**config.mk**
```make
export PLATFORM = sky130hd
export DESIGN_NAME = bin_to_bcd_seq
export DESIGN_NICKNAME = d
export VERILOG_FILES = /design/src/rtl/bcd_pkg.sv /design/src/rtl/bcd_add3_digit.sv /design/src/rtl/bin_to_bcd_seq.sv
export SDC_FILE = /design/constraint.sdc
export NUM_CORES = 1
export LEC_CHECK = 0
export BUFFER_PORTS_ARGS = -buffer_cell sky130_fd_sc_hd__buf_4
export CAP_MARGIN = 20
export CORE_MARGIN = 2
export CORE_UTILIZATION = 45
export DETAILED_ROUTE_END_ITERATION = 12
export GPL_TIMING_DRIVEN = 0
export PLACE_DENSITY = 0.73
export SETUP_SLACK_MARGIN = 0.5
export SYNTH_ARGS = -nofsm -noshare
export SYNTH_HDL_FRONTEND = slang
export SYNTH_SLANG_ARGS = --single-unit
export TNS_END_PERCENT = 20
```
**constraint.sdc**
```tcl
create_clock -name i_clk -period 3.5 [get_ports i_clk]
set_clock_uncertainty 0.1 [all_clocks]
set_input_delay 0.35 -clock i_clk [delete_from_list [all_inputs] [get_ports i_clk]]
set_output_delay 0.35 -clock i_clk [all_outputs]
set_load 0.1 [all_outputs]
```
**src/rtl/bcd_pkg.sv**
```systemverilog
// Shared types and constants for the sequential binary-to-BCD converter.
package bcd_pkg;

  localparam int unsigned BCD_W = 4;

  typedef enum logic [1:0] {
    ST_IDLE,
    ST_SHIFT,
    ST_DONE
  } state_t;

  // 10^n as a 64-bit constant; wide enough for the largest digit count.
  function automatic logic [63:0] pow10(input int unsigned n);
    logic [63:0] r;
    r = 64'd1;
    for (int unsigned i = 0; i < n; i++) begin
      r = r * 64'd10;
    end
    return r;
  endfunction

endpackage

```
**src/rtl/bcd_add3_digit.sv**
```systemverilog
// Double-dabble digit correction: add 3 to a BCD nibble that is 5 or more.
module bcd_add3_digit
  import bcd_pkg::*;
(
  input  logic [BCD_W-1:0] i_nib,
  output logic [BCD_W-1:0] o_nib
);

  always_comb begin
    o_nib = i_nib;
    if (i_nib >= BCD_W'(5)) begin
      o_nib = i_nib + BCD_W'(3);
    end
  end

endmodule

```
**src/rtl/bin_to_bcd_seq.sv**
```systemverilog
// Sequential binary-to-BCD converter (shift-and-add-3, one bit per cycle) with
// saturating overflow and a leading-zero mask for display blanking.
module bin_to_bcd_seq
  import bcd_pkg::*;
#(
  parameter int unsigned BIN_W  = 20,
  parameter int unsigned DIGITS = 6
) (
  input  logic                    i_clk,
  input  logic                    i_rst,
  input  logic                    i_start,
  input  logic [BIN_W-1:0]        i_bin,
  output logic                    o_busy,
  output logic                    o_done,
  output logic [BCD_W*DIGITS-1:0] o_bcd,
  output logic                    o_ovf,
  output logic [DIGITS-1:0]       o_lead_mask
);

  localparam int unsigned WORK_W = BCD_W * DIGITS;
  localparam int unsigned CNT_W  = $clog2(BIN_W);

  localparam logic [63:0]       MAX_VAL  = pow10(DIGITS) - 64'd1;
  localparam logic [CNT_W-1:0]  CNT_INIT = CNT_W'(BIN_W - 1);
  localparam logic [DIGITS-1:0] MASK_RST = {DIGITS{1'b1}} << 1;

  state_t              state_q;
  logic [BIN_W-1:0]    shift_q;
  logic [WORK_W-1:0]   work_q;
  logic [WORK_W-1:0]   work_adj;
  logic [CNT_W-1:0]    cnt_q;
  logic                ovf_pend_q;
  logic                busy_q;
  logic                done_q;
  logic [WORK_W-1:0]   bcd_q;
  logic                ovf_q;
  logic [DIGITS-1:0]   mask_q;
  logic [DIGITS-1:0]   mask_nxt;
  logic                zero_above;

  for (genvar k = 0; k < DIGITS; k++) begin : g_add3
    bcd_add3_digit u_add3 (
      .i_nib (work_q[k*BCD_W +: BCD_W]),
      .o_nib (work_adj[k*BCD_W +: BCD_W])
    );
  end

  // Digit k is blank only if it and every digit above it are zero; digit 0 always shows.
  always_comb begin
    zero_above = 1'b1;
    mask_nxt   = '0;
    for (int k = DIGITS - 1; k >= 1; k--) begin
      zero_above  = zero_above & (work_q[k*BCD_W +: BCD_W] == '0);
      mask_nxt[k] = zero_above;
    end
  end

  always_ff @(posedge i_clk or negedge i_rst) begin
    if (!i_rst) begin
      state_q    <= ST_IDLE;
      shift_q    <= '0;
      work_q     <= '0;
      cnt_q      <= '0;
      ovf_pend_q <= 1'b0;
      busy_q     <= 1'b0;
      done_q     <= 1'b0;
      bcd_q      <= '0;
      ovf_q      <= 1'b0;
      mask_q     <= MASK_RST;
    end else begin
      done_q <= 1'b0;
      unique case (state_q)
        ST_IDLE: begin
          if (i_start) begin
            shift_q    <= i_bin;
            work_q     <= '0;
            cnt_q      <= CNT_INIT;
            ovf_pend_q <= 64'(i_bin) > MAX_VAL;
            busy_q     <= 1'b1;
            state_q    <= ST_SHIFT;
          end
        end
        ST_SHIFT: begin
          // Bits leaving the top digit are dropped; overflow is flagged separately.
          work_q  <= {work_adj[WORK_W-2:0], shift_q[BIN_W-1]};
          shift_q <= shift_q << 1;
          cnt_q   <= cnt_q - 1'b1;
          if (cnt_q == '0) begin
            state_q <= ST_DONE;
          end
        end
        ST_DONE: begin
          done_q <= 1'b1;
          busy_q <= 1'b0;
          ovf_q  <= ovf_pend_q;
          if (ovf_pend_q) begin
            bcd_q  <= {DIGITS{4'h9}};
            mask_q <= '0;
          end else begin
            bcd_q  <= work_q;
            mask_q <= mask_nxt;
          end
          state_q <= ST_IDLE;
        end
        default: state_q <= ST_IDLE;
      endcase
    end
  end

  assign o_busy      = busy_q;
  assign o_done      = done_q;
  assign o_bcd       = bcd_q;
  assign o_ovf       = ovf_q;
  assign o_lead_mask = mask_q;

endmodule

```
Word level (Yosys, flattened, before mapping)

Index checks and enable logic that the tools add are counted.

Div/mod/pow operators: 0
Bitwise logic cells: 4
Add/sub/neg operators: 7
Equality and inequality tests: 4
Reduce and logical (&&, ||, !) cells: 13
$mul: 0
Mux-type cells: 20
$lt $le $gt $ge: 7
Shift operators: 0

Operator list:

| cell                                                               | number |
|---|---|
| 2-to-1 mux 24 bit                                                  | 2 |
| case mux 24 bit (2 select lines)                                   | 1 |
| case mux 20 bit (2 select lines)                                   | 1 |
| greater-or-equal comparator 4 x 3 -> 1 bit (second input constant) | 6 |
| adder 4 x 2 -> 4 bit (second input constant)                       | 5 |
| greater-than comparator 20 bit (second input constant)             | 1 |
| zero test 4 bit                                                    | 5 |
| 2-to-1 mux 20 bit                                                  | 1 |
| 2-to-1 mux 4 bit                                                   | 5 |
| case mux 5 bit (2 select lines)                                    | 1 |
| AND reduction 2 bit                                                | 4 |
| 2-to-1 mux 6 bit                                                   | 1 |
| zero test 5 bit                                                    | 1 |
| 2-to-1 mux 5 bit                                                   | 1 |
| subtractor 5 x 1 -> 5 bit (second input constant)                  | 1 |
| bitwise AND 1 bit                                                  | 4 |
| 2-to-1 mux 2 bit                                                   | 2 |
| != test 2 bit (second input constant)                              | 2 |
| case mux 2 bit (2 select lines)                                    | 1 |
| nonzero test 2 bit                                                 | 2 |
| adder 3 x 2 -> 3 bit (second input constant)                       | 1 |
| 2-to-1 mux 3 bit                                                   | 1 |
| equality test 2 x 1 -> 1 bit (second input constant)               | 1 |
| equality test 2 bit (second input constant)                        | 1 |
| 3 further kinds                                                    | 4 |

ROM bits: 0
Memory bits (writable): 0
Output and inout port bits: 33
Flip-flop bits (word level): 85
Latch bits: 0
Logic and storage cells: 65
Memories: 0

Depth between registers and ports, before layout

Word-level depth: 6
Gate-level depth with buffers: 6
Depth with buffers taken out: 6

Modules after synthesis

From an unflattened synthesis, not the netlist that was laid out.

Cells, all modules: 469
Area, all modules: 4078.9 um2

Modules (own cells, without submodules):

| module         | area an instance (um2) | cells an instance | seq. area each (um2) | times used |
|---|---|---|---|---|
| bin_to_bcd_seq | 3470.8                 | 373               | 2108.3               | 1 |
| bcd_add3_digit | 101.3                  | 16                | 0.0                  | 6 |

Least setup slack after synthesis

Ideal clock, no wire load.

Kind: register to register
From: register work_q[20]
To: register mask_q[1] (netlist: o_lead_mask[1])
Required time: 3328 ps
Library setup time: 72 ps
Path buffers: 0
Arrival: 1606 ps
Stages on the path, launching flop included: 7
Slack: 1722 ps
Cells stage by stage: dfrtp_1 -> inv_1 -> ha_1 -> or4b_4 -> nor4b_4 -> nand4_1 -> o21ai_1

Longest elaborated chain between the ends: 6

Ends and longest elaborated chain:

| element                         | line                  | source |
|---|---|---|
| start: declaration              | bin_to_bcd_seq.sv:29  | `logic [WORK_W-1:0] work_q;` |
| start signal: assignment        | bin_to_bcd_seq.sv:85  | `work_q <= {work_adj[WORK_W-2:0], shift_q[BIN_W-1]};` |
| zero test 4 bit                 | bin_to_bcd_seq.sv:53  | `zero_above = zero_above & (work_q[k*BCD_W +: BCD_W] == '0);` |
| bitwise AND 1 bit (4 in series) | bin_to_bcd_seq.sv:53  |  |
| 2-to-1 mux 6 bit                | bin_to_bcd_seq.sv:96  | `if (ovf_pend_q) begin` |
| end signal: assignment          | bin_to_bcd_seq.sv:101 | `mask_q <= mask_nxt;` |
| end: declaration                | bin_to_bcd_seq.sv:37  | `logic [DIGITS-1:0] mask_q;` |

No other way between the ends.
A chain may end at the register's enable or synchronous reset.

Worst setup path in the final report

Same ends and word-level chain as after synthesis.

==> run metrics <==
hpwl dp=6.14 mm; Critical Path Fanout Max=4; Seq/Total Area, Yosys=0.540; ratio of cells with drive above 1 in the final layout=0.197; CTS root buffer=clkbuf_8; die height=97.2 um; # Max-Cap Violations=0; DIE WIDTH=97.2 um; Final period util=0.598; largest net degree at the start of global routing=85; Clock Path Buffers=2; fmax=478 MHz; grt total ovfl=0; area of the mapped netlist=3910 um^2; Inserted Diodes=0; status=complete, no violations; vias in the first global route=2959; CP arrival=2290 ps; core area=8300 um^2; 1st-iter DRT viols=124; top layer in use=met4; initial antenna violation count=0; Post-CTS Setup Inserts=0; Period minus WS final=2090 ps; Critical Path RT=3700 ps; WL met3=414 um; WL met2=3.98 mm; # rows=33; synthesized netlist cell count=389; Final ANT Viol Nets=0; Pre-antenna DRT Iters=4; Initial Util=0.471; M1 WL=4.07 mm; Global Route Usage Sum=0.187; CTS H-tree lvls=3; FF+latch count, synth=84; max-slew violation count=0; GP Congestion=0.813; Worst slew margin=0.521; Hold Fails Final Rpt=0; die area=9440 um^2; CTS Buf Count=9; hold_buf cts=0; CTS tree=yes; commonest non-fill, non-tap cells in the layout=dfrtp_1, buf_4, nor2_1, nand2_1, o21ai_0; Worst-path clk slew=90 ps; Ys Warns=0; drt drc=0; Setup crit end kind=flip-flop; Layout area overhead=19.4%; DR WL/cell=15.1 um; first-pass GRT wire length=14.4 mm; # setup viols final=0; worst reg2reg setup slack=1410 ps; WS Path Type=reg2reg; syn nets=430; Worst Hold Class=in2reg; Worst setup SP type=flip-flop; post_cts resized=0; Setup TNS=0 ps; worst slew pin tran=717 ps; CTS Sinks=84; RSZ-0062 raised after global routing=no; routed vias=3025; DRT Wirelength=8.55 mm; Ports=56; fin nets=497; PortBufs=54; most common cell after layout, fill and taps aside=dfrtp_1; distinct cell type count after synthesis=40; fin util=0.562; vias per std cell=5.34; syn_area_per_cell=10.0 um^2; Clock Latency Late Sink=370 ps
[worst max-delay path, cell delays in order, from the launching register on]
cell and delay, ps:
dfrtp_1 410, inv_1 150, ha_1 170, or4b_4 490
nor4b_4 350, nand4_1 190, o21ai_1 180
[area by class of cell]
type,count,area (um^2)
Buffer,23,109
Clock buffer,10,138
Inverter,16,60.1
Clock inverter,6,46.3
Tap cell,105,131
Sequential cell,84,2110
Fill cell,751,3630
Timing Repair Buffer,56,443
Multi-Input combinational cell,266,1630
[per-layer routing]
metal,track usage,up-vias
met5,0,-
met4,0.0466,0
met3,0.0532,7
met2,0.296,68
met1,0.255,1464
li1,-,1486
[sequential cells by signal, summed over array words and instances, names as in the netlist]
| register | flops |
|---|---|
| o_bcd | 24 |
| work_q | 24 |
| o_ovf | 1 |
| shift_q | 20 |
| o_done | 1 |
| o_busy | 1 |
| ovf_pend_q | 1 |
| state_q | 2 |
| o_lead_mask | 5 |
| cnt_q | 5 |
[final timing paths]
path                           startpoint             end  cells after the start
min in group asynchronous           i_rst      work_q[19]                      2
setup / recovery               work_q[20]  o_lead_mask[1]                      6
setup reg to reg               work_q[20]  o_lead_mask[1]                      6
max in group asynchronous           i_rst  o_lead_mask[5]                      3
hold reg to reg            o_lead_mask[2]  o_lead_mask[2]                      2
hold / removal                   i_bin[0]      shift_q[0]                      3
[cells in the mapped netlist (all sizes together)]
| master | instances | area (um^2) |
|---|---|---|
| a21oi | 11 | 55.1 |
| a22o | 4 | 35.0 |
| a22oi | 1 | 7.51 |
| a32o | 6 | 60.1 |
| buf | 8 | 52.5 |
| clkbuf | 15 | 56.3 |
| conb | 1 | 3.75 |
| dfrtp | 79 | 1980 |
| dfstp | 5 | 131 |
| ha | 18 | 225 |
| inv | 16 | 60.1 |
| mux2 | 4 | 45.0 |
| mux2i | 4 | 40.0 |
| nand2 | 41 | 156 |
| nand2b | 15 | 93.8 |
| nand3 | 3 | 15.0 |
| nand4 | 2 | 12.5 |
| nor2 | 54 | 203 |
| nor2b | 1 | 6.26 |
| nor3 | 3 | 15.0 |
| nor3b | 5 | 37.5 |
| nor4b | 1 | 23.8 |
| o211ai | 1 | 7.51 |
| o21ai | 33 | 165 |
| o22ai | 27 | 169 |
| o31a | 1 | 8.76 |
| o31ai | 14 | 105 |
| o32ai | 2 | 17.5 |
| o41ai | 1 | 8.76 |
| or3 | 1 | 6.26 |
| or3b | 1 | 8.76 |
| or4 | 2 | 15.0 |
| or4b | 1 | 13.8 |
| xnor2 | 6 | 52.6 |
| xor2 | 2 | 17.5 |
[cells by family after synthesis]
kind of cell,Yosys count,share of synthesized area
buf+inv,39,0.0432
fa+ha+maj,18,0.0576
flops,84,0.540
mux,8,0.0218
other cells,1,0.000960
simple gates,130,0.155
compound gates,101,0.164
xor+xnor,8,0.0179
[metrics by stage]
stage                     setup WS, ps  cells  cell area (um^2)  hold slack [ps]
after global routing              1270    566              4670             91.5
after detailed placement          1410    548              4440              363
final                             1410    566              4670             80.8
after CTS                         1400    564              4630             71.6
after floorplan                   1720    389              3910            -45.6
after global placement            1500    548              4440              356
Power is not shown: default switching activity piles up to over one toggle a cycle in this logic, so the estimate is an artifact.
